File: src/rtl/pe_pkg.sv
// pe_pkg: shared PE types and default psum scratchpad geometry.
package pe_pkg;

    localparam int PSUM_WIDTH_DEF = 16;
    localparam int PSUM_DEPTH_DEF = 16;

    typedef enum logic [1:0] {
        IDLE  = 2'd0,
        DRAIN = 2'd1,
        DONE  = 2'd2
    } drain_state_e;

endpackage

File: src/rtl/psum_skid_buf.sv
// psum_skid_buf: 2-entry FIFO of {last, addr, data} between scratchpad read and output stream.
module psum_skid_buf #(
    parameter int W = 21
) (
    input  logic         clk,
    input  logic         rst,
    input  logic         push,
    input  logic         pop,
    input  logic [W-1:0] din,
    output logic [W-1:0] dout,
    output logic [1:0]   occ,
    output logic         full,
    output logic         empty
);

    logic [W-1:0] mem_q [2];
    logic [W-1:0] mem_d [2];
    logic         wp_q, wp_d, rp_q, rp_d;
    logic [1:0]   occ_q, occ_d;

    // A push into a full buffer only happens alongside a pop, so it reuses the slot being vacated.
    always_comb begin
        mem_d = mem_q;
        if (push) mem_d[wp_q] = din;
        wp_d  = wp_q ^ push;
        rp_d  = rp_q ^ pop;
        occ_d = occ_q + 2'(push) - 2'(pop);
    end

    always_ff @(posedge clk) begin
        if (rst) begin
            mem_q <= '{default: '0};
            wp_q  <= 1'b0;
            rp_q  <= 1'b0;
            occ_q <= 2'd0;
        end else begin
            mem_q <= mem_d;
            wp_q  <= wp_d;
            rp_q  <= rp_d;
            occ_q <= occ_d;
        end
    end

    assign dout  = mem_q[rp_q];
    assign occ   = occ_q;
    assign full  = occ_q == 2'd2;
    assign empty = occ_q == 2'd0;

endmodule

File: src/rtl/psum_drain.sv
// psum_drain: reads psums 0..N-1 from the scratchpad and streams them out with a last marker.
// Optional PSUM_DRAIN_CLEAR_EN adds clr_en/clr_addr to zero each entry as it is accepted.
module psum_drain
    import pe_pkg::*;
#(
    parameter int PSUM_WIDTH = PSUM_WIDTH_DEF,
    parameter int PSUM_DEPTH = PSUM_DEPTH_DEF,
    parameter int ADDR_W     = $clog2(PSUM_DEPTH)
) (
    input  logic                  clk,
    input  logic                  rst,
    input  logic                  start,
    input  logic [ADDR_W:0]       count,
    output logic                  busy,
    output logic                  done,
    output logic                  rd_en,
    output logic [ADDR_W-1:0]     rd_addr,
    input  logic [PSUM_WIDTH-1:0] rd_data,
    output logic                  out_valid,
    input  logic                  out_ready,
    output logic [PSUM_WIDTH-1:0] out_data,
`ifdef PSUM_DRAIN_CLEAR_EN
    output logic                  clr_en,
    output logic [ADDR_W-1:0]     clr_addr,
`endif
    output logic                  out_last
);

    localparam int EW = 1 + ADDR_W + PSUM_WIDTH;
    localparam logic [ADDR_W:0] DEPTH_C = (ADDR_W + 1)'(PSUM_DEPTH);

    drain_state_e      state_q, state_d;
    logic [ADDR_W:0]   n_q, n_d, ptr_q, ptr_d;
    logic              infl_q, infl_last_q, infl_last_d;
    logic [ADDR_W-1:0] infl_addr_q, out_addr;
    logic [EW-1:0]     head;
    logic [1:0]        occ;
    logic [2:0]        load;
    logic              hs, empty, unused_full;

    assign hs        = out_valid & out_ready;
    assign out_valid = ~empty;
    assign load      = 3'(occ) + 3'(infl_q) - 3'(hs);
    assign rd_en     = (state_q == DRAIN) && (ptr_q < n_q) && (load < 3'd2);
    assign rd_addr   = ptr_q[ADDR_W-1:0];
    assign busy      = state_q == DRAIN;
    assign done      = state_q == DONE;
    assign infl_last_d = ptr_q == n_q - (ADDR_W + 1)'(1);
    assign {out_last, out_addr, out_data} = head;

    // A zero-length drain passes through DRAIN for one cycle so done keeps its usual spacing.
    always_comb begin
        state_d = state_q;
        n_d     = n_q;
        ptr_d   = ptr_q;
        if (state_q == IDLE && start) begin
            n_d     = count > DEPTH_C ? DEPTH_C : count;
            ptr_d   = '0;
            state_d = DRAIN;
        end else if (state_q == DRAIN) begin
            ptr_d   = ptr_q + (ADDR_W + 1)'(rd_en);
            state_d = ((hs && out_last) || n_q == '0) ? DONE : DRAIN;
        end else if (state_q == DONE) begin
            state_d = IDLE;
        end
    end

    always_ff @(posedge clk) begin
        if (rst) begin
            state_q     <= IDLE;
            n_q         <= '0;
            ptr_q       <= '0;
            infl_q      <= 1'b0;
            infl_last_q <= 1'b0;
            infl_addr_q <= '0;
        end else begin
            state_q     <= state_d;
            n_q         <= n_d;
            ptr_q       <= ptr_d;
            infl_q      <= rd_en;
            infl_last_q <= infl_last_d;
            infl_addr_q <= ptr_q[ADDR_W-1:0];
        end
    end

    psum_skid_buf #(.W(EW)) u_buf (
        .clk  (clk),
        .rst  (rst),
        .push (infl_q),
        .pop  (hs),
        .din  ({infl_last_q, infl_addr_q, rd_data}),
        .dout (head),
        .occ  (occ),
        .full (unused_full),
        .empty(empty)
    );

`ifdef PSUM_DRAIN_CLEAR_EN
    assign clr_en   = hs;
    assign clr_addr = out_addr;
`else
    logic unused_addr;
    assign unused_addr = ^out_addr;
`endif

endmodule

File: config.mk
export PLATFORM = sky130hd
export DESIGN_NAME = psum_drain
export DESIGN_NICKNAME = d
export VERILOG_FILES = /design/src/rtl/pe_pkg.sv /design/src/rtl/psum_skid_buf.sv /design/src/rtl/psum_drain.sv
export SDC_FILE = /design/constraint.sdc
export NUM_CORES = 1
export LEC_CHECK = 0
export BUFFER_PORTS_ARGS = -buffer_cell sky130_fd_sc_hd__buf_2
export CORE_MARGIN = 5
export CORE_UTILIZATION = 55
export DETAILED_ROUTE_END_ITERATION = 7
export PLACE_DENSITY = 0.91
export SETUP_SLACK_MARGIN = 0.2
export SLEW_MARGIN = 20
export SYNTH_ARGS = -nofsm -noshare
export SYNTH_HDL_FRONTEND = slang
export SYNTH_SLANG_ARGS = --single-unit
File: constraint.sdc
create_clock -name clk -period 7.56 [get_ports clk]
set_clock_uncertainty 0.1 [all_clocks]
set_input_delay 0.378 -clock clk [delete_from_list [all_inputs] [get_ports clk]]
set_output_delay 0.378 -clock clk [all_outputs]
set_load 0.01 [all_outputs]
==> results.py <==
metrics = {
    "outcome": {
        "status": "complete, no violations",
    },
    "timing": {
        "tightest_slew_ps": 1040,
        "max_freq_mhz": 320,
        "finalSetupTns_ps": 0,
        "fin_crit_sh": 0.413,
        "hold_viol": 0,
        "finalCriticalPeriod_ps": 3120,
        "rsz0062_at_grt": "no",
        "report.final.setup_viol": 0,
        "final_max_slew_viol_count": 0,
        "relSlewSlack": 0.305,
    },
    "floorplanning": {
        "rows": 24,
        "core_area_sq_um": 4350,
        "start_util": 0.564,
        "die_h_um": 76.8,
        "die_w_um": 76.8,
        "die-area_sq_um": 5900,
        "ios": 50,
    },
    "grt": {
        "grt.total_usage": 0.169,
        "antenna_found_initial": 0,
        "grt_max_degree": 48,
        "grt_pass1_wl_um": 8310,
        "grt-ovfl-total": 0,
        "first_global_vias": 1827,
    },
    "synthesis": {
        "ys_ff_latch": 52,
        "synth_warnings": 0,
        "ys_types": 32,
        "synth_nets": 291,
        "syn_area_per_cell_sq_um": 9.85,
        "synth_area_sq_um": 2450,
        "synth_cells": 249,
        "yosysSeqAreaShare": 0.424,
    },
    "power": {
        "combPwrFrac": 0.209,
        "switching_power_w": 0.000177,
        "internal-power_w": 0.000418,
        "seqPwrFrac": 0.528,
        "clockPowerShare": 0.262,
        "ir_drop_mv": 0.159,
        "leakage_nw": 1.18,
        "switching_share": 0.297,
        "p_per_area_nw_per_um2": 215,
    },
    "layout": {
        "seqCellArea_sq_um": 1040,
        "syn2layout_area_growth_pct": 12.7,
        "finalInstanceArea_sq_um": 2770,
        "multiInputGateArea_sq_um": 1280,
        "insertedDiodeCount": 0,
        "layout-drive-gt1-share": 0.204,
        "fin_nets": 330,
        "fin_util": 0.635,
        "final.fill_count": 349,
    },
    "placement": {
        "place_congestion": 0.787,
        "place_area_sq_um": 2680,
        "port_buffers": 49,
        "post-dp-hpwl_um": 3500,
    },
    "clock_network": {
        "h-tree-depth": 2,
        "clk_latency_ps": 300,
        "root_buffer": "clkbuf_8",
        "postCtsSetupBuffers": 0,
        "cts_hold_buffers": 0,
        "cts_resized": 0,
        "cts_sinks": 52,
        "cts_tree": "done",
        "cts_buffers": 5,
        "path_clk_slew_ps": 90,
        "clockBufferDepth": 2,
    },
    "worst_setup_path": {
        "cp_top_family": "adder cells",
        "r2r.worst_path.cells": 13,
        "setup.worst_path.start_class": "flip-flop",
        "r2r_start": "u_buf.occ[1]",
        "path_max_fanout": 4,
        "worst-endpoint-arrival_ps": 2650,
        "critPathSlowestCell": "nor4_1",
        "max_stage_delay_ps": 430,
        "endpoint": "rd_en",
        "critPathKind": "reg -> out",
        "cp.depth": 9,
        "worstPathBufferInverterCount": 3,
        "reg2reg_to": "ptr_q[4]",
        "rrSetupSlack_ps": 4490,
        "cp.required_ps": 7080,
        "path_cells": "o21a_1 -> ha_1 -> inv_1 -> ha_1 -> inv_1 -> fa_1 -> xor2_1 -> nor4_1 -> buf_2",
        "crit_start": "u_buf.occ[1]",
        "critPathCaptureType": "output pin",
    },
    "detailed_routing": {
        "drt_pass1_iterations": 4,
        "wl_met2_um": 2430,
        "viasPerCell": 5.29,
        "num_vias": 1803,
        "wl_per_cell_um": 13.9,
        "highest_layer": "met4",
        "wirelength_met1_um": 2100,
        "routed-wl-met3_um": 162,
        "drt_iter0_drc": 59,
        "routed_wl_um": 4760,
        "drtAntennaViolNets": 0,
        "drc_errors": 0,
    },
    "run": {
        "drv_cap": 0,
    },
    "hold_path": {
        "min_path_type": "in -> reg",
    },
}
## power by group through the flow
stage          clock network [W]  logic (W)  registers (W)
3_5_place_dp                   0   0.000124       0.000321
3_3_place_gp                   0   0.000118       0.000319
4_1_cts                 0.000161   0.000127       0.000315
6_report                0.000156   0.000124       0.000314
5_1_grt                 0.000175   0.000141       0.000319
2_1_floorplan                  0   0.000104       0.000303
## cells in the mapped netlist
library cell / n / area (sq um)
nor2b_1: 3 / 18.8
inv_1: 11 / 41.3
nand4_1: 2 / 12.5
ha_1: 16 / 200
nand2_1: 6 / 22.5
fa_1: 1 / 20.0
nor3_2: 1 / 10.0
buf_2: 7 / 35.0
nand3_1: 1 / 5.00
xnor2_1: 7 / 61.3
nor4_1: 1 / 6.26
or2_2: 1 / 6.26
dfxtp_1: 52 / 1040
nand2b_1: 1 / 6.26
o21ai_0: 2 / 10.0
mux2i_1: 36 / 360
buf_4: 4 / 30.0
or4_1: 2 / 15.0
o22ai_1: 1 / 6.26
o21a_1: 1 / 7.51
o21ai_1: 1 / 5.00
a21oi_1: 6 / 30.0
nor3b_1: 4 / 30.0
xor2_1: 5 / 43.8
nor3_1: 1 / 5.00
a31oi_1: 1 / 6.26
clkinv_1: 1 / 3.75
a32oi_1: 1 / 8.76
mux2_1: 16 / 180
clkbuf_1: 6 / 22.5
nor2_1: 50 / 188
mux2_4: 1 / 15.0
## area by class of cell
type,instances,area share
multi-input cells,168,0.463
flip-flops and latches,52,0.376
repair buffers,49,0.0887
clock buffers,6,0.0262
well taps,52,0.0235
inverters,12,0.0163
clock inverters,2,0.00588
## worst min-delay path by stage
| stage | slack [ps] | from | endpoint | depth (start not counted) |
|---|---|---|---|---|
| floorplan | 350 | u_buf.mem_q[21] | u_buf.mem_q[21] | 2 |
| global placement | 370 | u_buf.mem_q[36] | u_buf.mem_q[36] | 2 |
| detailed placement | 380 | u_buf.mem_q[23] | u_buf.mem_q[23] | 2 |
| CTS | 230 | rd_data[14] | u_buf.mem_q[35] | 3 |
| global route | 220 | rd_data[4] | u_buf.mem_q[25] | 3 |
| finish | 230 | rd_data[14] | u_buf.mem_q[35] | 3 |
## tightest hold or removal path: stages
cell and delay, ps:
buf_2 90, mux2i_1 60, nor2_1 70
## stage by stage
step	hold slack, ps	worst slack (ps)	power, W	instances
6_report	226	4440	0.000594	341
5_1_grt	218	4260	0.000634	341
4_1_cts	228	4430	0.000603	341
3_5_place_dp	376	4460	0.000445	333
3_3_place_gp	366	4660	0.000437	333
2_1_floorplan	353	4550	0.000407	249
## cell usage in the layout, fill, tap and decap left out, types with 2 or more instances in the layout
| cell | synthesis | layout |
|---|---|---|
| dfxtp_1 | 52 | 52 |
| nor2_1 | 50 | 50 |
| buf_2 | 7 | 49 |
| mux2i_1 | 36 | 36 |
| mux2_1 | 16 | 16 |
| ha_1 | 16 | 16 |
| inv_1 | 11 | 11 |
| xnor2_1 | 7 | 7 |
| nand2_1 | 6 | 6 |
| a21oi_1 | 6 | 6 |
| xor2_1 | 5 | 5 |
| clkbuf_8 | 0 | 5 |
| nor3b_1 | 4 | 4 |
| nor2b_1 | 3 | 3 |
| o21ai_0 | 2 | 2 |
| nand4_1 | 2 | 2 |
| or4_1 | 2 | 2 |
## flip-flops by register name, summed over array words and instances, names as in the netlist
| signal | count |
|---|---|
| infl_last_q | 1 |
| infl_q | 1 |
| n_q | 5 |
| ptr_q | 5 |
| state_q | 2 |
| u_buf.mem_q | 34 |
| u_buf.occ | 2 |
| u_buf.rp_q | 1 |
| u_buf.wp_q | 1 |
## layer usage
metal  GRT usage  up-vias
met1       0.205      859
met5           0        -
met3      0.0410        4
li1            -      903
met4      0.0577        0
met2       0.290       37
## cell families (layout without fill, tap and decap cells)
family                     count (synthesis)  after routing  share of synthesized area
adders and majority gates                 17             17                     0.0897
AOI/OAI and AO/OA                         13             13                     0.0301
xor gates and xnor gates                  12             12                     0.0428
and+or+nand+nor                           73             73                      0.133
DFF                                       52             52                      0.424
muxes                                     53             53                      0.226
buffers and inverters                     29             69                     0.0541
(Power assumes the default switching activity.)
